`src/rtl/hpc3_and_pipe.sv`:
```
// rtl/hpc3_and_pipe.sv - two-stage HPC3 masked AND gadget over SHARES Boolean shares
// Stage 1 registers masked partial products; stage 2 recombines them into the output shares c.
module hpc3_and_pipe #(
  parameter int WIDTH  = 8,
  parameter int SHARES = 3,
  localparam int NPAIR = SHARES * (SHARES - 1) / 2
) (
  input  logic                      clk,
  input  logic                      rst_n,
  input  logic [SHARES*WIDTH-1:0]   a,
  input  logic [SHARES*WIDTH-1:0]   b,
  input  logic                      in_valid,
  output logic                      in_ready,
  input  logic [NPAIR*WIDTH-1:0]    r,
  input  logic [NPAIR*WIDTH-1:0]    p,
  input  logic                      rnd_valid,
  output logic [SHARES*WIDTH-1:0]   c,
  output logic                      out_valid,
  input  logic                      out_ready
);

  localparam int NORD = SHARES * (SHARES - 1);

  // Unordered pair (i,j) -> lexicographic index into r/p; symmetric so r_ij = r_ji.
  function automatic int pair_idx(input int i, input int j);
    int lo, hi, k;
    lo = (i < j) ? i : j;
    hi = (i < j) ? j : i;
    k  = 0;
    for (int m = 0; m < lo; m++) k += SHARES - 1 - m;
    return k + (hi - lo - 1);
  endfunction

  // Ordered pair (i,j), i != j -> dense slot for the per-pair stage-1 registers.
  function automatic int ord_idx(input int i, input int j);
    return i * (SHARES - 1) + ((j < i) ? j : j - 1);
  endfunction

  logic s1_valid;
  logic s2_load;
  logic accept;

  logic [WIDTH-1:0] u_q    [SHARES];
  logic [WIDTH-1:0] areg_q [NORD];
  logic [WIDTH-1:0] breg_q [NORD];
  logic [WIDTH-1:0] w_q    [NORD];

  logic [SHARES*WIDTH-1:0] c_next;

  assign s2_load  = s1_valid & (~out_valid | out_ready);
  assign in_ready = ~s1_valid | s2_load;
  assign accept   = in_valid & rnd_valid & in_ready;

  // Stage 1: enable-gated only, so masked partials never see new randomness during a stall.
  always_ff @(posedge clk) begin
    if (!rst_n) begin
      s1_valid <= 1'b0;
      for (int i = 0; i < SHARES; i++) u_q[i] <= '0;
      for (int o = 0; o < NORD; o++) begin
        areg_q[o] <= '0;
        breg_q[o] <= '0;
        w_q[o]    <= '0;
      end
    end else begin
      s1_valid <= accept | (s1_valid & ~s2_load);
      if (accept) begin
        for (int i = 0; i < SHARES; i++) begin
          u_q[i] <= a[i*WIDTH +: WIDTH] & b[i*WIDTH +: WIDTH];
          for (int j = 0; j < SHARES; j++) begin
            if (i != j) begin
              breg_q[ord_idx(i, j)] <= b[j*WIDTH +: WIDTH] ^ r[pair_idx(i, j)*WIDTH +: WIDTH];
              areg_q[ord_idx(i, j)] <= a[i*WIDTH +: WIDTH];
              w_q[ord_idx(i, j)]    <= (~a[i*WIDTH +: WIDTH] & r[pair_idx(i, j)*WIDTH +: WIDTH])
                                       ^ p[pair_idx(i, j)*WIDTH +: WIDTH];
            end
          end
        end
      end
    end
  end

  always_comb begin
    c_next = '0;
    for (int i = 0; i < SHARES; i++) begin
      c_next[i*WIDTH +: WIDTH] = u_q[i];
      for (int j = 0; j < SHARES; j++) begin
        if (i != j) begin
          c_next[i*WIDTH +: WIDTH] = c_next[i*WIDTH +: WIDTH]
                                     ^ (areg_q[ord_idx(i, j)] & breg_q[ord_idx(i, j)])
                                     ^ w_q[ord_idx(i, j)];
        end
      end
    end
  end

  always_ff @(posedge clk) begin
    if (!rst_n) begin
      out_valid <= 1'b0;
      c         <= '0;
    end else begin
      out_valid <= s2_load | (out_valid & ~out_ready);
      if (s2_load) c <= c_next;
    end
  end

endmodule

```
`config.mk`:
```
export PLATFORM = sky130hd
export DESIGN_NAME = hpc3_and_pipe
export DESIGN_NICKNAME = d
export VERILOG_FILES = /design/src/rtl/hpc3_and_pipe.sv
export SDC_FILE = /design/constraint.sdc
export NUM_CORES = 1
export LEC_CHECK = 0
export ABC_AREA = 1
export BUFFER_PORTS_ARGS = -buffer_cell sky130_fd_sc_hd__buf_2
export CAP_MARGIN = 40
export CORE_MARGIN = 4
export CORE_UTILIZATION = 50
export DETAILED_ROUTE_END_ITERATION = 16
export HOLD_SLACK_MARGIN = 0.02
export PLACE_DENSITY_LB_ADDON = 0.12
export SETUP_SLACK_MARGIN = 0.1
export SLEW_MARGIN = 20
export SYNTH_ARGS = -nofsm -noshare
export SYNTH_HDL_FRONTEND = slang
export SYNTH_SLANG_ARGS = --single-unit
```
`constraint.sdc`:
```
create_clock -name clk -period 6.9 [get_ports clk]
set_input_delay 2.07 -clock clk [delete_from_list [all_inputs] [get_ports clk]]
set_output_delay 2.07 -clock clk [all_outputs]
set_load 0.005 [all_outputs]
```
Word-level counts from Yosys, hierarchy flattened
Memory sizes are Yosys's and may differ from the RTL's.
Cells that the tools add are included.
- register bits: 26
- memory bits (writable): 168
- input port bits: 101
- output and inout port bits: 26
- word-level logic and storage cells: 108
- memories: 4
- memory list (name ; depth ; bits a word ; rd ports ; clocked after Yosys merged registers in ; write ports ; RTL line ; source):
    areg_q ; 6 ; 8 ; 6 ; 0 ; 6 ; 44 ; logic [WIDTH-1:0] areg_q [NORD];
    breg_q ; 6 ; 8 ; 6 ; 0 ; 6 ; 45 ; logic [WIDTH-1:0] breg_q [NORD];
    w_q ; 6 ; 8 ; 6 ; 0 ; 6 ; 46 ; logic [WIDTH-1:0] w_q [NORD];
    u_q ; 3 ; 8 ; 3 ; 0 ; 3 ; 43 ; logic [WIDTH-1:0] u_q [SHARES];
- muxes and demuxes: 25
- bitwise gates (word level): 76
- operators with widths (operator ; number):
    $xor 8x8->8 ; 24
    $mux 8 ; 21
    $and 8x8->8 ; 15
    $or 1x1->1 ; 25
    $not 8->8 ; 3
    $and 1x1->1 ; 5
    $mux 1 ; 4
    $not 1->1 ; 4

Logic depth before layout (Yosys ltp)
- depth in word-level cells: 9
- gate-level depth with buffers: 9
- depth with buffers taken out: 8

Worst setup path before layout
Ideal clock, no wire load.
- kind: input to register
- from: input out_ready
- to: memory areg_q[1][2] (netlist: areg_q[0][10]) (enable)
- setup time: 0.509 ns
- data arrival time: 5.374 ns
- required time: 6.391 ns
- path slack: 1.016 ns
- stages: 4
- path buffers: 0
- cell sequence: inv_1 -> nand3_2 -> nand3_1 -> nand2_1
- RTL lines (what ; RTL line ; source):
    start, declared ; 19 ; input logic out_ready
    end, declared ; 44 ;

Worst setup path in the final report
- from: input out_ready
- to: output in_ready
- longest elaborated chain between the ends: 3
- ends and longest elaborated chain (what ; RTL line ; source):
    $or 1x1->1 ; 50 ; assign s2_load = s1_valid & (~out_valid | out_ready);
    $and 1x1->1 ; 50 ;
    $or 1x1->1 ; 51 ; assign in_ready = ~s1_valid | s2_load;
    end, declared ; 13 ; output logic in_ready,
No other way between the ends.

==> reports/results.env <==
OUTCOME='completed'
POWER.DENSITY_nW_PER_UM2=227
CTS.SINKS=170
GRT.MET3_USAGE_PCT=3.92
GRT_MAX_DEGREE=55
FINISH.NET_COUNT=1443
GRT_OVERFLOW=0
DRT-PASS1-ITER-COUNT=5
CRIT_PATH_END_KIND='primary output'
PORTION_OF_THE_CLOCK_CYCLE_CONSUMED_BY_THE_WORST_PATH_IN_THE_FINAL_LAYOUT_PCT=67.9
DIEHEIGHT_UM=146
DIE_W_UM=146
WORST_SLEW_MARGIN_REL_PCT=48.7
FINALSETUPVIOLCOUNT=0
DETAILEDPLACEMENTHPWL_MM=13.2
CORE-AREA_UM2=18700
PATH_MAX_FANOUT=4
DESIGN_AREA_UM2=10900
FIRST_ITER_VIOLATIONS=328
CLOCK-ROOT-BUFFER='sky130_fd_sc_hd__clkbuf_16'
CTS.REPORTEDPATHS.CLKPINSLEW_NS=0.06
TIMING.FINAL.HOLD_VIOLATIONS=0
CRITICAL_PATH.STARTPOINT_TYPE='input pin'
WORST_ENDPOINT_REQUIRED_TIME_NS=4.83
POWER.SHARE.COMBINATIONAL_PCT=12.5
MAX_SLEW.WORST_PIN.SLEW_NS=0.768
IO_BUFFER_COUNT=126
SEQPWRFRAC_PCT=49.0
CRIT_BUF_INV=3
CTS_TREE='done'
MAX-CAP-VIOLATIONS=0
AVGSYNTHCELLAREA_UM2=7.84
CRIT_PATH_CELL_TRACE='buf_2 > inv_1 > nand3_2 > buf_2'
FINALWORSTPATHREQUIREDPERIOD_NS=4.69
FIN_UTIL_PCT=58.5
CTSHOLDBUFFERS=0
BIGGEST_AREA_CONTRIBUTORS_IN_THE_SYNTHESIZED_NETLIST='sky130_fd_sc_hd__edfxtp_1, sky130_fd_sc_hd__nand2_1, sky130_fd_sc_hd__nor2_1'
SYNTH_FP_NETS=1314
WORST_PATH_MAX_DELAY_CELL='sky130_fd_sc_hd__buf_2'
GRTUSAGEMET1_PCT=21.6
ANTENNA_CELLS_INSERTED=0
NUMBER_OF_VIAS_AFTER_DETAILED_ROUTING=7484
LEAKAGEPOWER_nW=5.17
IR_WORST_VDD_uV=169
MIN_PATH_TYPE='reg2reg'
SYNTH_TOP_CELL_AREA_SHARE_PCT=45.5
POST_CTS_RESIZED=0
IO_PINS=127
SWITCHING_SHARE_PCT=24.4
CELL_INTERNAL_PWR_W=0.00188
RELATIVE_AREA_CHANGE_FROM_SYNTHESIS_TO_FINAL_LAYOUT_PCT=15.1
ARRIVAL_NS=2.62
CTS-BUFFERS-INSERTED=17
POSTSYNTHREGISTERBITS=170
CP_COMMON_CELL='sky130_fd_sc_hd__buf_2'
POST-SYNTH-TOP-AREA-CELL='sky130_fd_sc_hd__edfxtp_1'
ROUTE.DETAILED.DRC=0
NFILLCELLS=1682
INITIAL_UTILIZATION_PCT=50.8
NETLIST-CELL-TYPE-COUNT=16
MAX_CLOCK_FREQ_MHz=213
HOLDWS_NS=0.480
MOSTFREQUENTLAYOUTCELLS='sky130_fd_sc_hd__nand2_1, sky130_fd_sc_hd__nor2_1, sky130_fd_sc_hd__inv_1'
GRT_MOST_USED_LAYER='met2'
GRT_SETUP_UNREPAIRED='no'
FINALPOWER_W=0.00249
LAYOUT-DRIVE-GT1-SHARE_PCT=12.1
CTS_POST_SETUP_BUFFERS_INSERTED=0
CTSLONGESTPATHBUFFERS=2
POST_SYNTH_INST_COUNT=1213
P_CLK_SHARE_PCT=38.5
FINALWIRELENGTH_MM=18.1
CLK_LATENCY_NS=0.43
GLOBAL_ROUTE.USAGE.MET2_PCT=30.0
POWER.NET_SWITCHING_W=0.000608
FIRST_GLOBAL_VIAS=6893
ANTENNA_FOUND_INITIAL=2
TOTALNEGATIVESETUPSLACK_NS=0
POST_DRT_VIA_CELL_RATIO=4.71
GPL.FINAL_WEIGHTED_CONGESTION=0.760
WORST_PATH_DOMINANT_CELL_FAMILY='buffers and inverters'
CRITICAL_PATH.MAX_STAGE_DELAY_NS=0.18
POSTPLACECELLAREA_UM2=10400
POST_SYNTH_INSTANCE_AREA_UM2=9510
ANT_NETS=0
YS.WARNINGS.COUNT=0
FLOORPLAN.DIE_AREA_UM2=21300
CRIT_TYPE='in2out'
WIRE_LENGTH_OF_THE_FIRST_GLOBAL_ROUTING_PASS_MM=30.4
FINAL.SETUP_SKEW_NS=0.0112
ROUTE.DETAILED.WL_PER_INST_UM=11.4
SEQ_AREA_FRAC_SYNTH_PCT=50.9
MAX_H_TREE_LEVEL=4
GROUTE.USAGE.OVERALL_PCT=17.3
DRV_SLEW=0
PLACEMENTROWS=50
LAYOUT.CELLS.MOST_COMMON='sky130_fd_sc_hd__nand2_1'
[power by group through the flow]
| stage | sequential (W) | combinational [W] | clock [W] |
|---|---|---|---|
| after floorplan | 0.00124 | 0.000214 | 0 |
| after global placement | 0.00124 | 0.000310 | 0 |
| after detailed placement | 0.00124 | 0.000315 | 0 |
| after CTS | 0.00122 | 0.000318 | 0.000978 |
| after global routing | 0.00123 | 0.000360 | 0.00103 |
| final | 0.00122 | 0.000312 | 0.000958 |
[tightest hold or removal path, delay by kind of cell, from the launching register on]
family | cells | cell delay (ns)
flops | 1 | 0.33
buf+inv | 1 | 0.06
compound gates | 1 | 0.05
[cells by family (layout without fill, tap and decap cells)]
kind of cell | count (synthesis) | after routing | synth area share (%)
simple gates | 751 | 751 | 31.7
xor+xnor | 96 | 96 | 8.84
buf+inv | 194 | 336 | 8.39
flops | 170 | 170 | 50.9
compound gates | 2 | 2 | 0.105
[final timing paths]
check,cells after the start,startpoint,slack (ns),to
worst max-delay path,4,out_ready,2.21,in_ready
worst min-delay path,2,s1_valid,0.48,out_valid
worst max register to register,4,out_valid,4.71,areg_q[0][8]
worst min register to register,2,s1_valid,0.48,out_valid
[cell usage after synthesis (all sizes together)]
library cell,number
xor2,48
a21oi,2
clkinv,1
dfxtp,26
nand2,364
edfxtp,144
nand4,1
inv,171
nand3,146
buf,22
nor2,240
xnor2,48
[metrics by stage]
step                      cells  setup slack (ns)
after floorplan            1213              1.02
after global placement     1556              2.22
after detailed placement   1557              2.22
after CTS                  1589              2.21
after global routing       1589              2.18
final                      1589              2.21
[flip-flops by register name, indices dropped and copies added (netlist names)]
name       cells
out_valid      1
s1_valid       1
c             24
w_q           48
u_q           24
areg_q        24
breg_q        48
[area by class of cell]
cell class / instances / area, um2 / area share [%]
clock inverters: 12 / 149 / 1.36
well taps: 234 / 293 / 2.67
multi-input cells: 849 / 3880 / 35.5
clock buffers: 20 / 447 / 4.08
repair buffers: 132 / 688 / 6.28
inverters: 172 / 646 / 5.90
flip-flops and latches: 170 / 4840 / 44.2
[metal layers]
layer | share of wire, % | vias to the layer above
met1 | 45 | 3298
met4 | 1.6 | 4
li1 | - | 4030
met2 | 49 | 129
met5 | 0.077 | -
met3 | 4.8 | 23
Power figures use the tool's default switching activity.
